--- src/rtl/uart_rx_framed.sv ---
// UART receiver with configurable data width, optional odd/even parity and
// 1 or 2 stop bits. Reports parity and framing errors with each word.
module uart_rx_framed #(
  parameter int unsigned CLOCKS_PER_BIT = 87,
  parameter int unsigned DATA_BITS      = 8,
  parameter int unsigned PARITY_MODE    = 0,
  parameter int unsigned STOP_BITS      = 1
) (
  input  logic                 clock,
  input  logic                 reset,
  input  logic                 incoming_bit,
  output logic                 has_data,
  output logic [DATA_BITS-1:0] data_received,
  output logic                 parity_error,
  output logic                 framing_error
);

  localparam int unsigned CNT_W = $clog2(CLOCKS_PER_BIT);
  localparam int unsigned IDX_W = $clog2(DATA_BITS);

  localparam logic [CNT_W-1:0] CNT_MID   = CNT_W'((CLOCKS_PER_BIT - 1) / 2);
  localparam logic [CNT_W-1:0] CNT_LAST  = CNT_W'(CLOCKS_PER_BIT - 1);
  localparam logic [IDX_W-1:0] IDX_LAST  = IDX_W'(DATA_BITS - 1);
  localparam logic [IDX_W-1:0] STOP_LAST = IDX_W'(STOP_BITS - 1);

  typedef enum logic [2:0] {
    S_IDLE,
    S_START,
    S_DATA,
    S_PARITY,
    S_STOP,
    S_CLEANUP,
    S_LINE_WAIT
  } state_t;

  state_t               state_q, state_d;
  logic                 sync_meta, sync_q;
  logic [CNT_W-1:0]     cnt_q, cnt_d;
  logic [IDX_W-1:0]     idx_q, idx_d;
  logic [DATA_BITS-1:0] shift_q, shift_d;
  logic                 par_err_q, par_err_d;
  logic                 frm_q, frm_d;
  logic                 has_data_d;
  logic [DATA_BITS-1:0] data_d;
  logic                 perr_d, ferr_d;
  logic                 bit_done;
  logic                 parity_xor;

  // Two-flop synchroniser; idle-high so reset does not look like a start bit
  always_ff @(posedge clock) begin
    if (reset) begin
      sync_meta <= 1'b1;
      sync_q    <= 1'b1;
    end else begin
      sync_meta <= incoming_bit;
      sync_q    <= sync_meta;
    end
  end

  // State, frame and output registers
  always_ff @(posedge clock) begin
    if (reset) begin
      state_q       <= S_IDLE;
      cnt_q         <= '0;
      idx_q         <= '0;
      shift_q       <= '0;
      par_err_q     <= 1'b0;
      frm_q         <= 1'b0;
      has_data      <= 1'b0;
      data_received <= '0;
      parity_error  <= 1'b0;
      framing_error <= 1'b0;
    end else begin
      state_q       <= state_d;
      cnt_q         <= cnt_d;
      idx_q         <= idx_d;
      shift_q       <= shift_d;
      par_err_q     <= par_err_d;
      frm_q         <= frm_d;
      has_data      <= has_data_d;
      data_received <= data_d;
      parity_error  <= perr_d;
      framing_error <= ferr_d;
    end
  end

  assign bit_done   = (cnt_q == CNT_LAST);
  assign parity_xor = (^shift_q) ^ sync_q;

  // Next-state, bit counting and sampling; results publish on the final stop
  // sample so has_data is high for the single CLEANUP cycle
  always_comb begin
    state_d    = state_q;
    cnt_d      = cnt_q;
    idx_d      = idx_q;
    shift_d    = shift_q;
    par_err_d  = par_err_q;
    frm_d      = frm_q;
    has_data_d = 1'b0;
    data_d     = data_received;
    perr_d     = parity_error;
    ferr_d     = framing_error;

    unique case (state_q)
      S_IDLE: begin
        cnt_d = '0;
        idx_d = '0;
        if (!sync_q) begin
          state_d   = S_START;
          shift_d   = '0;
          par_err_d = 1'b0;
          frm_d     = 1'b0;
        end
      end

      S_START: begin
        if (cnt_q == CNT_MID) begin
          cnt_d   = '0;
          state_d = sync_q ? S_IDLE : S_DATA;
        end else begin
          cnt_d = cnt_q + CNT_W'(1);
        end
      end

      S_DATA: begin
        if (bit_done) begin
          cnt_d          = '0;
          shift_d[idx_q] = sync_q;
          if (idx_q == IDX_LAST) begin
            idx_d   = '0;
            state_d = (PARITY_MODE != 0) ? S_PARITY : S_STOP;
          end else begin
            idx_d = idx_q + IDX_W'(1);
          end
        end else begin
          cnt_d = cnt_q + CNT_W'(1);
        end
      end

      S_PARITY: begin
        if (bit_done) begin
          cnt_d     = '0;
          state_d   = S_STOP;
          par_err_d = (PARITY_MODE == 1) ? ~parity_xor : parity_xor;
        end else begin
          cnt_d = cnt_q + CNT_W'(1);
        end
      end

      S_STOP: begin
        if (bit_done) begin
          cnt_d = '0;
          frm_d = frm_q | ~sync_q;
          if (idx_q == STOP_LAST) begin
            idx_d      = '0;
            state_d    = S_CLEANUP;
            has_data_d = 1'b1;
            data_d     = shift_q;
            perr_d     = par_err_q;
            ferr_d     = frm_q | ~sync_q;
          end else begin
            idx_d = idx_q + IDX_W'(1);
          end
        end else begin
          cnt_d = cnt_q + CNT_W'(1);
        end
      end

      S_CLEANUP: begin
        cnt_d   = '0;
        state_d = frm_q ? S_LINE_WAIT : S_IDLE;
      end

      S_LINE_WAIT: begin
        cnt_d = '0;
        if (sync_q) state_d = S_IDLE;
      end

      default: begin
        state_d = S_IDLE;
        cnt_d   = '0;
        idx_d   = '0;
      end
    endcase
  end

endmodule

--- config.mk ---
export PLATFORM = sky130hd
export DESIGN_NAME = uart_rx_framed
export DESIGN_NICKNAME = d
export VERILOG_FILES = /design/src/rtl/uart_rx_framed.sv
export SDC_FILE = /design/constraint.sdc
export NUM_CORES = 1
export LEC_CHECK = 0
export ABC_AREA = 0
export CAP_MARGIN = 15
export CORE_ASPECT_RATIO = 0.7
export CORE_MARGIN = 4
export CORE_UTILIZATION = 45
export DETAILED_ROUTE_END_ITERATION = 10
export HOLD_SLACK_MARGIN = 0.02
export PLACE_DENSITY = 0.66
export SYNTH_ARGS = -nofsm -noshare
export SYNTH_HDL_FRONTEND = slang
export SYNTH_SLANG_ARGS = --single-unit
--- constraint.sdc ---
create_clock -name clock -period 1.59 [get_ports clock]
set_input_delay 0.318 -clock clock [delete_from_list [all_inputs] [get_ports clock]]
set_output_delay 0.318 -clock clock [all_outputs]
set_load 0.01 [all_outputs]
* Word level (Yosys, flattened, before mapping) *
Cells that the tools add are included.

storage, ports and cells
  bits in registers = 36
  latch bits = 0
  memory bits (writable) = 0
  bits in read-only memories = 0
  memories = 0

operators by class
  add/sub/neg operators = 2
  $mul = 0
  div/mod/pow operators = 0
  order comparisons = 2
  eq/ne operators = 17
  shift operators = 0
  mux-type cells = 31
  bitwise logic cells = 6
  reductions and logical operators = 16

operators by type and width
  cell                   count
  $mux W3                13
  $pmux W3 S7            1
  $mux W8                2
  $ne A2 B2 Y1 const B   8
  $pmux W8 S2            1
  $reduce_and A3 Y1      5
  $mux W7                2
  $pmux W7 S2            1
  $eq A3 B3 Y1 const B   4
  $pmux W3 S3            1
  $bwmux W8              1
  $reduce_and A8 Y1      1
  $reduce_xor A8 Y1      1
  $add A7 B1 Y7 const B  1
  $eq A7 B6 Y1 const B   1
  $eq A7 B7 Y1 const B   1
  $eq A3 B2 Y1 const B   2
  $logic_not A3 Y1       2
  $reduce_bool A2 Y1     3
  $reduce_or A3 Y1       2
  $mux W1                5
  $lt A3 B4 Y1 const B   1
  $not A1 Y1             4
  $pmux W1 S2            2
  9 further kinds        9

* Depth between registers and ports, before layout *
  depth in word-level cells = 7
  mapped depth = 8
  depth with buffers taken out = 7

* Worst setup path after synthesis *
Ideal clock, no wire load.

  path kind = flip-flop to flip-flop
  start point = register idx_q[0]
  end point = register data_received[0]
  library setup time = 0.128 ns
  arrival time = 1.463 ns
  data required time = 1.462 ns
  setup slack = 0.000 ns
  stages on the path, launching flop included = 8
  cells stage by stage = dfxtp_1 inv_1 ha_1 and3b_1 nand4b_1 buf_4 mux2i_1 nor2_1

between the ends
  cells in the longest elaborated chain, start to end = 2

ends and longest elaborated chain
  element                             RTL line  text
  start: declaration                  39        logic [IDX_W-1:0] idx_q, idx_d;
  start signal: assignment            76        idx_q <= idx_d;
  $logic_not A3 Y1                    154       if (idx_q == STOP_LAST) begin
  $reduce_and A3 Y1 (no source line)  --
  end signal: assignment              81        data_received <= data_d;
  end: declaration                    13        output logic [DATA_BITS-1:0] data_received,

No other way between the ends.
A chain may end at the register's enable or synchronous reset.

* Worst setup path in the final report *
  start point = register cnt_q[0]
  end point = register shift_q[3]

between the ends
  cells in the longest elaborated chain, start to end = 3

ends and longest elaborated chain
  element                             RTL line  text
  start: declaration                  38        logic [CNT_W-1:0] cnt_q, cnt_d;
  start signal: assignment            75        cnt_q <= cnt_d;
  $eq A7 B7 Y1                        87        assign bit_done = (cnt_q == CNT_LAST);
  $ne A2 B2 Y1 (no source line)       --
  $reduce_and A3 Y1 (no source line)  --
  end signal: assignment              77        shift_q <= shift_d;
  end: declaration                    40        logic [DATA_BITS-1:0] shift_q, shift_d;

No other way between the ends.

==> results.json <==
{
  "max_freq_ghz": 0.622,
  "drive_gt1_share_pct": 26.9,
  "synth_top_area_cell": "dfxtp_1",
  "maxCapViolCount": 0,
  "slew_headroom_pct": 73.3,
  "setup_violations": 2,
  "dieArea_um2": 5210,
  "num_vias": 1596,
  "clk_latency_ps": 290,
  "netlist_area_um2": 1850,
  "antenna_cells": 0,
  "grtUsageMet2_pct": 23.6,
  "setup_slack_ps": -19.0,
  "yosysSeqAreaShare_pct": 39.0,
  "rsz0062_at_grt": "yes",
  "fill_cells": 358,
  "cts.sinks": 36,
  "start_kind": "register",
  "grt_max_degree": 22,
  "cts_tree": "built",
  "finalMaxSlewViolations": 0,
  "yosysWarnings": 0,
  "syn_nets": 221,
  "grt_pass1_wl_mm": 6.98,
  "vias_per_cell": 5.23,
  "cellLeakagePower_uw": 0.00101,
  "io_pins": 14,
  "gp_congestion": 0.835,
  "grtUsageMet1_pct": 26.0,
  "hold_class": "register to register",
  "cp_max_fo": 12,
  "fp.dieH_um": 61.6,
  "htreeDepth": 2,
  "stdcell_count": 305,
  "reg2reg_slack_ps": -20,
  "clkTransAtPathRegs_ps": 70,
  "wire_per_inst_um": 13.9,
  "holdPathStages": 1,
  "firstDrtPassIters": 4,
  "min_period_ps": 1610,
  "critPathCapture": "shift_q[3]",
  "cts_buffers": 5,
  "antenna_left": 0,
  "ys_ff_latch": 36,
  "r2r_cells": 9,
  "power_density_nw_per_um2": 685,
  "crit_arrival_ps": 1780,
  "drcViolationCount": 0,
  "grt_busiest_layer": "met1",
  "area_delta_synth_final_pct": 32.0,
  "synth.area.top_cells": "dfxtp_1, a21oi_1, mux2i_1",
  "irDropWorstVdd_uv": 432,
  "finalCritPeriodShare_pct": 101,
  "grt_overflow": 0,
  "io_buffers": 13,
  "finalWirelength_mm": 4.25,
  "start_util_pct": 46.8,
  "dp_hpwl_mm": 2.94,
  "core_area_um2": 3950,
  "grt_pass1_vias": 1423,
  "netlist.area_leader.share_pct": 39.0,
  "r2r_end": "shift_q[3]",
  "antenna_found_initial": 0,
  "grtUsageTotal_pct": 17.5,
  "nNetsFinal": 261,
  "status": "complete, but fails checks",
  "reg2reg_from": "cnt_q[0]",
  "drt-initial-drc-count": 122,
  "cts_hold_buf": 0,
  "placedCellCount": 293,
  "postSynthAreaPerCell_um2": 8.68,
  "violations": "negative setup slack",
  "hold_ws_ps": 413,
  "clockBufferDepth": 2,
  "row_count": 19,
  "cts_root_buffer": "clkbuf_8",
  "use_met3_pct": 5.61,
  "fp.dieW_um": 84.6,
  "worstMarginPinSlew_ps": 398,
  "ys_types": 43,
  "postSynthCellCount": 213,
  "fin_worst_skew_ps": 3.48,
  "worstSetupPathType": "register to register",
  "cp.required_ps": 1770,
  "critical_path.startpoint": "cnt_q[0]",
  "report.final.hold_viol_count": 0,
  "crit_path_end_kind": "register"
}
-- cell type report --
type                       instances  area [um^2]  share of cell area, %
clock buffer                       7         96.3                   3.95
inverter                           9         33.8                   1.38
multi-input combinational        155         1090                   44.9
sequential                        36          731                   29.9
tap                               52         65.1                   2.67
timing repair buffer              46          419                   17.2
-- state kept, by name, indices dropped and copies added (netlist names) --
signal and count:
cnt_q 7, idx_q 3, data_received 8, has_data 1
state_q 3, par_err_q 1, parity_error 1, shift_q 8
framing_error 1, sync_meta 1, sync_q 1, frm_q 1
-- metal layers --
layer  up-vias  share of wire [%]
met5         -                  0
met3         7                5.1
met1       729                 53
li1        831                  -
met4         0                1.5
met2        29                 41
-- report_power, final --
part | total (uW) | internal [uW] | switching (uW) | leakage (uW)
Combinational | 67.9 | 26.5 | 41.4 | 0.000664
Sequential | 910 | 905 | 4.96 | 0.000294
Clock | 693 | 385 | 308 | 0.0000503
Total | 1670 | 1320 | 354 | 0.00101
-- how the worst min path moves through the flow --
stage                         start  endpoint  slack [ps]
after floorplan           sync_meta    sync_q         390
after global placement    sync_meta    sync_q         400
after detailed placement  sync_meta    sync_q         400
after CTS                 sync_meta    sync_q         420
after global routing      sync_meta    sync_q         450
final                     sync_meta    sync_q         410
-- cells in the final DEF (no fill, tap or decap), drive strengths merged, types with 9 or more instances in the layout --
master	synthesis	layout
o21ai	14	14
dfxtp	36	36
inv	9	9
mux2i	10	10
buf	6	32
nor2	22	22
nand2	14	14
clkdlybuf4s50	0	13
a21oi	25	25
-- cells by family (layout without fill, tap and decap cells) --
| group | after synthesis | in the layout | share of synthesized area, % |
|---|---|---|---|
| buffers and inverters | 22 | 62 | 5.28 |
| and+or+nand+nor | 66 | 66 | 19.7 |
| DFF | 36 | 36 | 39.0 |
| adders and majority gates | 5 | 5 | 3.39 |
| xor gates and xnor gates | 12 | 12 | 6.43 |
| AOI/OAI and AO/OA | 61 | 61 | 20.2 |
| muxes | 11 | 11 | 6.03 |
-- critical path: stages, from the launching register on --
cell and delay (ps):
dfxtp_2 340, inv_2 60, ha_4 120, nand4bb_1 180, buf_4 200, nor2_2 110
buf_6 170, a21oi_1 80, o21ai_0 150, a21oi_1 90
-- through the flow --
| step | worst slack [ps] | TNS (ps) | utilization [%] | cell area, um^2 | total power, uW |
|---|---|---|---|---|---|
| after floorplan | 24.9 | 0 | - | 1850 | 970 |
| after global placement | -55.8 | -55.8 | 55.8 | 2200 | 992 |
| after detailed placement | -119 | -318 | 55.8 | 2200 | 993 |
| after CTS | -57.8 | -113 | 59.3 | 2340 | 1700 |
| after global routing | -151 | -3020 | 61.8 | 2440 | 1750 |
| final | -19.0 | -33.0 | 61.8 | 2440 | 1670 |
-- synthesized netlist by cell type --
cell and count:
nand3_1 7, nor2_1 21, a211oi_2 1, a22oi_1 1, xor2_1 4, mux2i_1 10, a211o_1 1, a21oi_1 25
o31ai_1 2, a32oi_1 1, o21ai_0 13, o2111ai_1 1, xnor3_1 1, nand4bb_1 1, nor4_4 2, nor2_2 1
o22ai_1 2, nor4_1 1, nand3_4 1, o21ai_2 1, a31oi_1 1, and4bb_1 1, xnor2_1 7, and3_1 1
buf_2 3, o41ai_1 2, dfxtp_1 36, nand2b_1 1, a211oi_1 1, nand4b_1 1, nor3_1 8, ha_1 5
a22o_1 1, mux2_2 1, clkbuf_1 7, nand2_1 14, buf_4 3, a21o_1 7, inv_1 9, and3b_1 1
nor2b_1 2, o211ai_1 1, or2_2 3
-- repair_timing --
item	4_1_cts	5_1_grt
buffers inserted	2	2
gates resized for setup	8	23
gates cloned	0	1
endpoints found under the setup margin	21	33
pin swaps	9	17
Power figures use the tool's default switching activity.
